`src/rtl/pipe_hazard_ctrl_pkg.sv`:
```
// ---------------------------------------------------------------------------
// pipe_hazard_ctrl_pkg
//   Shared CPU constants for the hazard controller and the instruction
//   decoder. It holds the GRF address width, the Tuse/Tnew encodings, the
//   default MDU latencies, and the per-source data-hazard comparison.
// ---------------------------------------------------------------------------
package pipe_hazard_ctrl_pkg;

    localparam int GRF_AW = 5;

    typedef logic [GRF_AW-1:0] grf_addr_t;
    typedef logic [1:0]        t_stage_t;

    // Tuse: cycles until the D-stage instruction consumes an operand.
    localparam t_stage_t TUSE_0    = 2'd0;
    localparam t_stage_t TUSE_1    = 2'd1;
    localparam t_stage_t TUSE_2    = 2'd2;
    localparam t_stage_t TUSE_NONE = 2'd3;   // operand not read at all

    // Tnew: cycles until a producer's result can be forwarded (never > 2).
    localparam t_stage_t TNEW_0 = 2'd0;
    localparam t_stage_t TNEW_1 = 2'd1;
    localparam t_stage_t TNEW_2 = 2'd2;

    localparam int MULT_CYCLES_DEF = 5;
    localparam int DIV_CYCLES_DEF  = 10;

    // A D-stage source must wait when an in-flight producer writes the same
    // register but cannot deliver it before the consumer needs it. $0 is
    // hard-wired, so a "write" to $0 never creates a hazard. TUSE_NONE never
    // stalls because Tnew tops out at 2.
    function automatic logic src_hazard(
        input grf_addr_t src,
        input t_stage_t  tuse,
        input grf_addr_t e_waddr,
        input t_stage_t  e_tnew,
        input grf_addr_t m_waddr,
        input t_stage_t  m_tnew
    );
        return (src != '0) &&
               (((src == e_waddr) && (e_tnew > tuse)) ||
                ((src == m_waddr) && (m_tnew > tuse)));
    endfunction

endpackage

```
`src/rtl/pipe_hazard_ctrl_mdu_busy_timer.sv`:
```
// ---------------------------------------------------------------------------
// mdu_busy_timer
//   Busy counter for the multi-cycle mult/div unit. A start loads the
//   latency of its class, and a later start reloads the counter (the newest
//   start wins). The counter then counts down to zero.
// Ports:
//   clk, reset  : clock and synchronous active-high reset
//   e_start     : E-stage instruction is mult/multu/div/divu
//   e_is_div    : qualifies e_start, 1 = div class, 0 = mult class
//   mdu_busy    : counter is nonzero
// ---------------------------------------------------------------------------
module mdu_busy_timer #(
    parameter int MULT_CYCLES = 5,
    parameter int DIV_CYCLES  = 10,
    parameter int CNT_W       = 4    // 2**CNT_W must exceed both latencies
) (
    input  logic clk,
    input  logic reset,
    input  logic e_start,
    input  logic e_is_div,
    output logic mdu_busy
);

    localparam logic [CNT_W-1:0] MULT_LD = CNT_W'(MULT_CYCLES);
    localparam logic [CNT_W-1:0] DIV_LD  = CNT_W'(DIV_CYCLES);

    logic [CNT_W-1:0] busy_cnt_q;
    logic [CNT_W-1:0] busy_cnt_d;

    always_comb begin
        // NOTE: give every always_comb target a default first, so that no
        // path leaves it unassigned and infers a latch.
        busy_cnt_d = busy_cnt_q;
        if (e_start) begin
            busy_cnt_d = e_is_div ? DIV_LD : MULT_LD;
        end else if (busy_cnt_q != '0) begin
            busy_cnt_d = busy_cnt_q - 1'b1;
        end
    end

    // NOTE: sequential state uses non-blocking assignments. All flops then
    // sample their pre-edge values, and the simulation matches the hardware.
    always_ff @(posedge clk) begin
        if (reset) begin
            busy_cnt_q <= '0;
        end else begin
            busy_cnt_q <= busy_cnt_d;
        end
    end

    assign mdu_busy = (busy_cnt_q != '0);

endmodule

```
`src/rtl/pipe_hazard_ctrl.sv`:
```
// ---------------------------------------------------------------------------
// pipe_hazard_ctrl
//   Stall/flush control for the F/D, D/E and E/M pipeline registers of the
//   5-stage CPU. It detects Tuse/Tnew data hazards and MDU-busy hazards. On
//   a stall it freezes F and D and injects a bubble into E. It also keeps a
//   saturating count of stall cycles for performance debug.
// Ports:
//   clk, reset            : clock and synchronous active-high reset
//   d_rs, d_rt            : D-stage source register addresses
//   d_tuse_rs, d_tuse_rt  : Tuse per source (3 = unused)
//   d_is_mdu              : D-stage instruction uses the MDU
//   e_waddr, e_tnew       : E-stage destination and its Tnew (waddr 0 = none)
//   m_waddr, m_tnew       : M-stage destination and its Tnew (waddr 0 = none)
//   e_start, e_is_div     : MDU start in E and its class
//   f_we, d_we            : PC/F-D write enable and D-E advance enable
//   e_flush               : clear the D/E register (bubble)
//   mdu_busy              : MDU busy-counter nonzero
//   stall_count           : saturating count of stalled cycles
// ---------------------------------------------------------------------------
module pipe_hazard_ctrl
    import pipe_hazard_ctrl_pkg::*;
#(
    parameter int MULT_CYCLES = MULT_CYCLES_DEF,
    parameter int DIV_CYCLES  = DIV_CYCLES_DEF,
    parameter int CNT_W       = 4
) (
    input  logic              clk,
    input  logic              reset,
    input  logic [GRF_AW-1:0] d_rs,
    input  logic [GRF_AW-1:0] d_rt,
    input  logic [1:0]        d_tuse_rs,
    input  logic [1:0]        d_tuse_rt,
    input  logic              d_is_mdu,
    input  logic [GRF_AW-1:0] e_waddr,
    input  logic [1:0]        e_tnew,
    input  logic [GRF_AW-1:0] m_waddr,
    input  logic [1:0]        m_tnew,
    input  logic              e_start,
    input  logic              e_is_div,
    output logic              f_we,
    output logic              d_we,
    output logic              e_flush,
    output logic              mdu_busy,
    output logic [31:0]       stall_count
);

    logic stall_rs;
    logic stall_rt;
    logic stall_mdu;
    logic stall;

    logic [31:0] stall_count_q;
    logic [31:0] stall_count_d;

    mdu_busy_timer #(
        .MULT_CYCLES (MULT_CYCLES),
        .DIV_CYCLES  (DIV_CYCLES),
        .CNT_W       (CNT_W)
    ) u_mdu_busy_timer (
        .clk      (clk),
        .reset    (reset),
        .e_start  (e_start),
        .e_is_div (e_is_div),
        .mdu_busy (mdu_busy)
    );

    always_comb begin
        stall_rs  = src_hazard(d_rs, d_tuse_rs, e_waddr, e_tnew, m_waddr, m_tnew);
        stall_rt  = src_hazard(d_rt, d_tuse_rt, e_waddr, e_tnew, m_waddr, m_tnew);
        // e_start also counts: the start instruction sitting in E has not yet
        // loaded the busy counter, but the unit is already committed.
        stall_mdu = d_is_mdu && (mdu_busy || e_start);
        stall     = stall_rs | stall_rt | stall_mdu;
    end

    assign f_we    = ~stall;
    assign d_we    = ~stall;
    assign e_flush = stall;

    always_comb begin
        stall_count_d = stall_count_q;
        if (stall && (stall_count_q != 32'hFFFF_FFFF)) begin
            stall_count_d = stall_count_q + 32'd1;
        end
    end

    always_ff @(posedge clk) begin
        if (reset) begin
            stall_count_q <= '0;
        end else begin
            stall_count_q <= stall_count_d;
        end
    end

    assign stall_count = stall_count_q;

endmodule

```
`config.mk`:
```
export PLATFORM = sky130hd
export DESIGN_NAME = pipe_hazard_ctrl
export DESIGN_NICKNAME = d
export VERILOG_FILES = /design/src/rtl/pipe_hazard_ctrl_pkg.sv /design/src/rtl/pipe_hazard_ctrl_mdu_busy_timer.sv /design/src/rtl/pipe_hazard_ctrl.sv
export SDC_FILE = /design/constraint.sdc
export NUM_CORES = 1
export LEC_CHECK = 0
export ABC_AREA = 1
export BUFFER_PORTS_ARGS = -buffer_cell sky130_fd_sc_hd__buf_2
export CORE_UTILIZATION = 25
export CTS_BUF_LIST = sky130_fd_sc_hd__clkbuf_2
export DETAILED_ROUTE_END_ITERATION = 10
export GPL_ROUTABILITY_DRIVEN = 0
export PLACE_DENSITY = 0.51
export RECOVER_POWER = 25
export SLEW_MARGIN = 10
export SYNTH_ARGS = -nofsm -noshare
export SYNTH_HDL_FRONTEND = slang
export SYNTH_SLANG_ARGS = --single-unit
```
`constraint.sdc`:
```
create_clock -name clk -period 2.4 [get_ports clk]
set_input_delay 0.48 -clock clk [delete_from_list [all_inputs] [get_ports clk]]
set_output_delay 0.48 -clock clk [all_outputs]
set_load 0.05 [all_outputs]
```
# Yosys cells after proc, flatten, opt, wreduce, memory -nomap -nowiden

Index checks and enable logic that the tools add are counted.

Bitwise operators: 3
Add/sub/neg operators: 2
Magnitude comparators: 4
Equal/unequal tests: 5
Reduce and logical (&&, ||, !) cells: 15
Muxes and demuxes: 3

Operators with widths:

| cell                                              | count |
|---|---|
| adder 32 x 1 -> 32 bit (second input constant)    | 1 |
| != test 32 bit (second input constant)            | 1 |
| == test 5 bit                                     | 4 |
| two-way mux 4 bit                                 | 3 |
| nonzero test 5 bit                                | 2 |
| greater-than comparator 2 bit                     | 4 |
| logical AND 1 bit                                 | 8 |
| nonzero test 4 bit                                | 1 |
| subtractor 4 x 1 -> 4 bit (second input constant) | 1 |
| logical OR 1 bit                                  | 3 |
| bitwise OR 1 bit                                  | 2 |
| nonzero test 2 bit                                | 1 |
| inverter 1 bit                                    | 1 |

Register bits: 36
Word-level logic and storage cells: 34

# Depth between registers and ports, before layout

Depth after elaboration: 7
Mapped depth: 15
Mapped depth without buffers: 15

# Cells and area by module

From an unflattened synthesis, not the netlist that was laid out.

Cell total of the unflattened synthesis: 458
Area, all modules: 2,675.1 µm²

By module, submodules not included:

| module           | seq. area each (µm²) | instances | cells an instance | area an instance (µm²) |
|---|---|---|---|---|
| pipe_hazard_ctrl | 640.6                | 1         | 418               | 2,426.1 |
| mdu_busy_timer   | 80.1                 | 1         | 40                | 249.0 |

# Worst setup path after synthesis

OpenSTA, ideal clock, no wires.

Path type: reg2out
From: register u_mdu_busy_timer.busy_cnt_q[0]
To: output port f_we
Path slack: -0.540 ns
Data required time: 1.920 ns
Stages on the path, launching flop included: 11
Arrival time: 2.460 ns
Path buffers: 2
Cells stage by stage: dfxtp_1 -> inv_1 -> ha_1 -> nand3_1 -> nor2_1 -> inv_1 -> nand2_1 -> nand3_2 -> buf_2 -> inv_1 -> buf_4

Word-level cells in the longest chain between the ends: 5

RTL lines:

| item                   | RTL line                              | text |
|---|---|---|
| start, declared        | pipe_hazard_ctrl_mdu_busy_timer.sv:27 | `logic [CNT_W-1:0] busy_cnt_q;` |
| start signal, assigned | pipe_hazard_ctrl_mdu_busy_timer.sv:47 | `busy_cnt_q <= busy_cnt_d;` |
| nonzero test 4 bit     | pipe_hazard_ctrl_mdu_busy_timer.sv:51 | `assign mdu_busy = (busy_cnt_q != '0);` |
| named net mdu_busy     | pipe_hazard_ctrl.sv:43                | `output logic mdu_busy,` |
| logical OR 1 bit       | pipe_hazard_ctrl.sv:72                | `stall_mdu = d_is_mdu && (mdu_busy \|\| e_start);` |
| logical AND 1 bit      | pipe_hazard_ctrl.sv:72                |  |
| bitwise OR 1 bit       | pipe_hazard_ctrl.sv:73                | `stall = stall_rs \| stall_rt \| stall_mdu;` |
| named net e_flush      | pipe_hazard_ctrl.sv:42                | `output logic e_flush,` |
| inverter 1 bit         | -                                     |  |
| end, declared          | pipe_hazard_ctrl.sv:40                | `output logic f_we,` |

The timed path passes the listed nets, and every way through them passes these cells.

# Final worst setup path

From: input port e_tnew[0]
To: output port e_flush

Word-level cells in the longest chain between the ends: 6
Elaborated cells on any way between the ends: 10

RTL lines:

| item                            | RTL line                   | text |
|---|---|---|
| start, declared                 | pipe_hazard_ctrl.sv:35     | `input logic [1:0] e_tnew,` |
| greater-than comparator 2 bit   | pipe_hazard_ctrl_pkg.sv:41 | `(((src == e_waddr) && (e_tnew > tuse)) \|\|` |
| logical AND 1 bit               | pipe_hazard_ctrl_pkg.sv:41 |  |
| logical OR 1 bit                | pipe_hazard_ctrl_pkg.sv:41 |  |
| logical AND 1 bit               | pipe_hazard_ctrl_pkg.sv:40 | `return (src != '0) &&` |
| bitwise OR 1 bit * (2 in a row) | pipe_hazard_ctrl.sv:73     |  |
| end, declared                   | pipe_hazard_ctrl.sv:42     |  |

Every way passes the cells marked *; elsewhere a longest branch is shown, timed or not.

==> summary.txt <==
Status
  • Status: complete, no violations

Floorplanning
  • Ports: 69
  • Die Width: 106.2 µm
  • Core box area: 0.01042 mm²
  • Die H: 106.2 µm
  • Full die area: 0.01129 mm²
  • Starting Density: 26.08%
  • Rows: 37

Timing
  • Fmax: 442.4 MHz
  • Worst Tran Pin Value: 650.6 ps
  • Hold Slack: 243.7 ps
  • Final critical-path share of the clock period: 94.19%
  • Setup TNS: 0 ps
  • Slew Limit Fails: 0
  • RSZ-0062 raised after global routing: no
  • Final setup viols: 0
  • Clock Skews: 27.05 ps
  • Tmin final: 2261 ps
  • Final worst slack: 139.4 ps
  • Slew margin rel.: 56.81%
  • Final Hold Viols: 0

Clocking
  • # H-tree levels: 2
  • CTS buffer count: 5
  • Max Buffers Root-to-Sink: 2
  • CTS tree: built
  • Number of buffers added for setup after CTS: 0
  • Root Driver: clkbuf_2
  • Clock Sinks: 36
  • Clk Latency, worst-skew pair: 400 ps
  • Clock transition at path regs: 180 ps

Placement
  • Post-DP HPWL: 5706 µm
  • PortBufs: 68
  • Post-Place Setup Slack: 99.98 ps

Drt
  • First drt pass iteration count: 5
  • Final ANT Viol Nets: 0
  • DRC: 0
  • Routed WL per cell: 10.94 µm
  • Total Wirelength: 7362 µm
  • Vias/cell: 4.410
  • Via count: 2968
  • DR iter-0 viols: 153

Yosys
  • Syn. warnings: 0
  • Mapped Nets: 514
  • Post-synth top cells: nand2_1, nor2_1, inv_1
  • Synth Flop Type: dfxtp_1
  • EDFF count, synth: 0
  • Post-synth ARST share: 0%
  • Area leader, netlist: dfxtp_1
  • Netlist cell types: 28
  • Synth area leaders: dfxtp_1, nand2_1, nor2_1
  • Most frequent cell after synthesis: nand2_1
  • Mapped Cells: 470
  • Synth top area share: 26.53%
  • #FFs+latches synth: 36
  • Synth Cell Area: 0.002716 mm²
  • Mapped Avg Cell Area: 5.779 µm²
  • Share of the yosys chip area belonging to registers: 26.53%

Setup path
  • Critical path origin: e_tnew[0]
  • Worst Setup Start Kind: input pin
  • Worst path required time: 1920 ps
  • Critical Path AT: 1780 ps
  • CP max FO: 3
  • Reg2reg start: stall_count[0]$_SDFFE_PP0P_
  • Critical path type: input pin to primary output
  • Crit end category: primary output

GRT
  • Global route overflow: 0
  • Busiest grt layer: met2
  • Total Routing Usage GR: 13.44%
  • First-pass GRT wire length: 12300 µm
  • GR Util met2: 22.54%
  • Vias in the first global route: 2684
  • GRT met3 Usage: 2.085%
  • Met1 Usage GRT: 17.90%
  • Largest net degree at the start of global routing: 62
  • Initial antenna violation count: 0

Final layout
  • Final net count: 580
  • Area growth from synthesis to layout: 22.25%
  • Layout cells sized above 1: 17.88%
  • Diode count: 0

Min path
  • Hold path startpoint: reset
  • Worst Hold Class: input pin to flop

Pwr
  • Pwr Density: 393.1 mW/mm²
  • Max VDD drop: 0.1737 mV
  • Pleak: 1.694 nW
  • Total power: 1.305 mW

Run
  • Max-cap violations: 0
## flip-flops by register name, indices dropped and copies added (netlist names)
| name | flops |
|---|---|
| u_mdu_busy_timer.busy_cnt_q | 4 |
| stall_count | 32 |
## power breakdown
part           internal (mW)  switching (mW)
registers              0.615          0.0160
clock network         0.0727           0.221
logic                  0.132           0.249
## cells by family (layout without fill, tap and decap cells)
kind of cell | count (synthesis) | in the layout | synth area share (%)
AO/OA/AOI/OAI | 40 | 40 | 7.554
flip-flops | 36 | 36 | 26.53
AND/OR/NAND/NOR | 292 | 292 | 46.38
adder cells (fa/ha/maj) | 11 | 11 | 5.067
buffers and inverters | 85 | 152 | 12.53
XOR/XNOR | 6 | 6 | 1.935
## area by class of cell
type                       instances  area, µm²
tap                              136      170.2
sequential                        36      723.2
clock inverter                     2      11.26
clock buffer                       6      30.03
multi-input combinational        349       1723
inverter                          74      299.0
fill                            1180       7096
timing repair buffer              70      364.1
## cell usage in the layout (no fill, tap or decap), drive strengths merged
cell / instances
nand4: 8
o211ai: 1
nand3: 56
inv: 72
dfxtp: 36
nand3b: 1
a211oi: 1
buf: 57
xor2: 4
nor2: 86
o21ai: 3
clkinvlp: 2
nand2: 133
a21oi: 35
ha: 11
xnor2: 2
and3: 1
nor3: 7
clkbuf: 19
clkinv: 2
## critical path: stages
cell and delay, ps:
buf_2 160, inv_12 40, ha_4 220, nand2_1 60, inv_1 40, nor2_1 70
nand2_1 50, nor2_1 100, nand2_1 50, nand2_1 70, nand2_2 60, nand3_4 110
buf_2 270
## path summary, 6_finish.rpt
check                                                     end  cells past startpoint  slack (ps)
setup / recovery                                      e_flush                     13         140
hold / removal    u_mdu_busy_timer.busy_cnt_q[0]$_SDFFE_PP0N_                      2         240
setup reg to reg                 stall_count[21]$_SDFFE_PP0P_                     11         330
hold reg to reg   u_mdu_busy_timer.busy_cnt_q[0]$_SDFFE_PP0N_                      2         490
## per-stage QoR
stage,utilization (%),cell area (µm²),std cells
finish,31.88,3321,673
global route,31.88,3321,673
CTS,31.84,3317,673
detailed placement,31.38,3268,665
global placement,31.38,3268,665
floorplan,-,2815,470
## layer usage
layer  part of all wire, %  up-vias
li1                      -     1604
met1                    50     1301
met2                    45       57
met3                   3.8        6
met4                   1.0        0
met5                     0        -
## timing repair
item | in CTS | in global routing
hold buffers | 0 | 0
gates resized for setup | 3 | 8
setup endpoints to repair | 2 | 3
(Power assumes the default switching activity.)
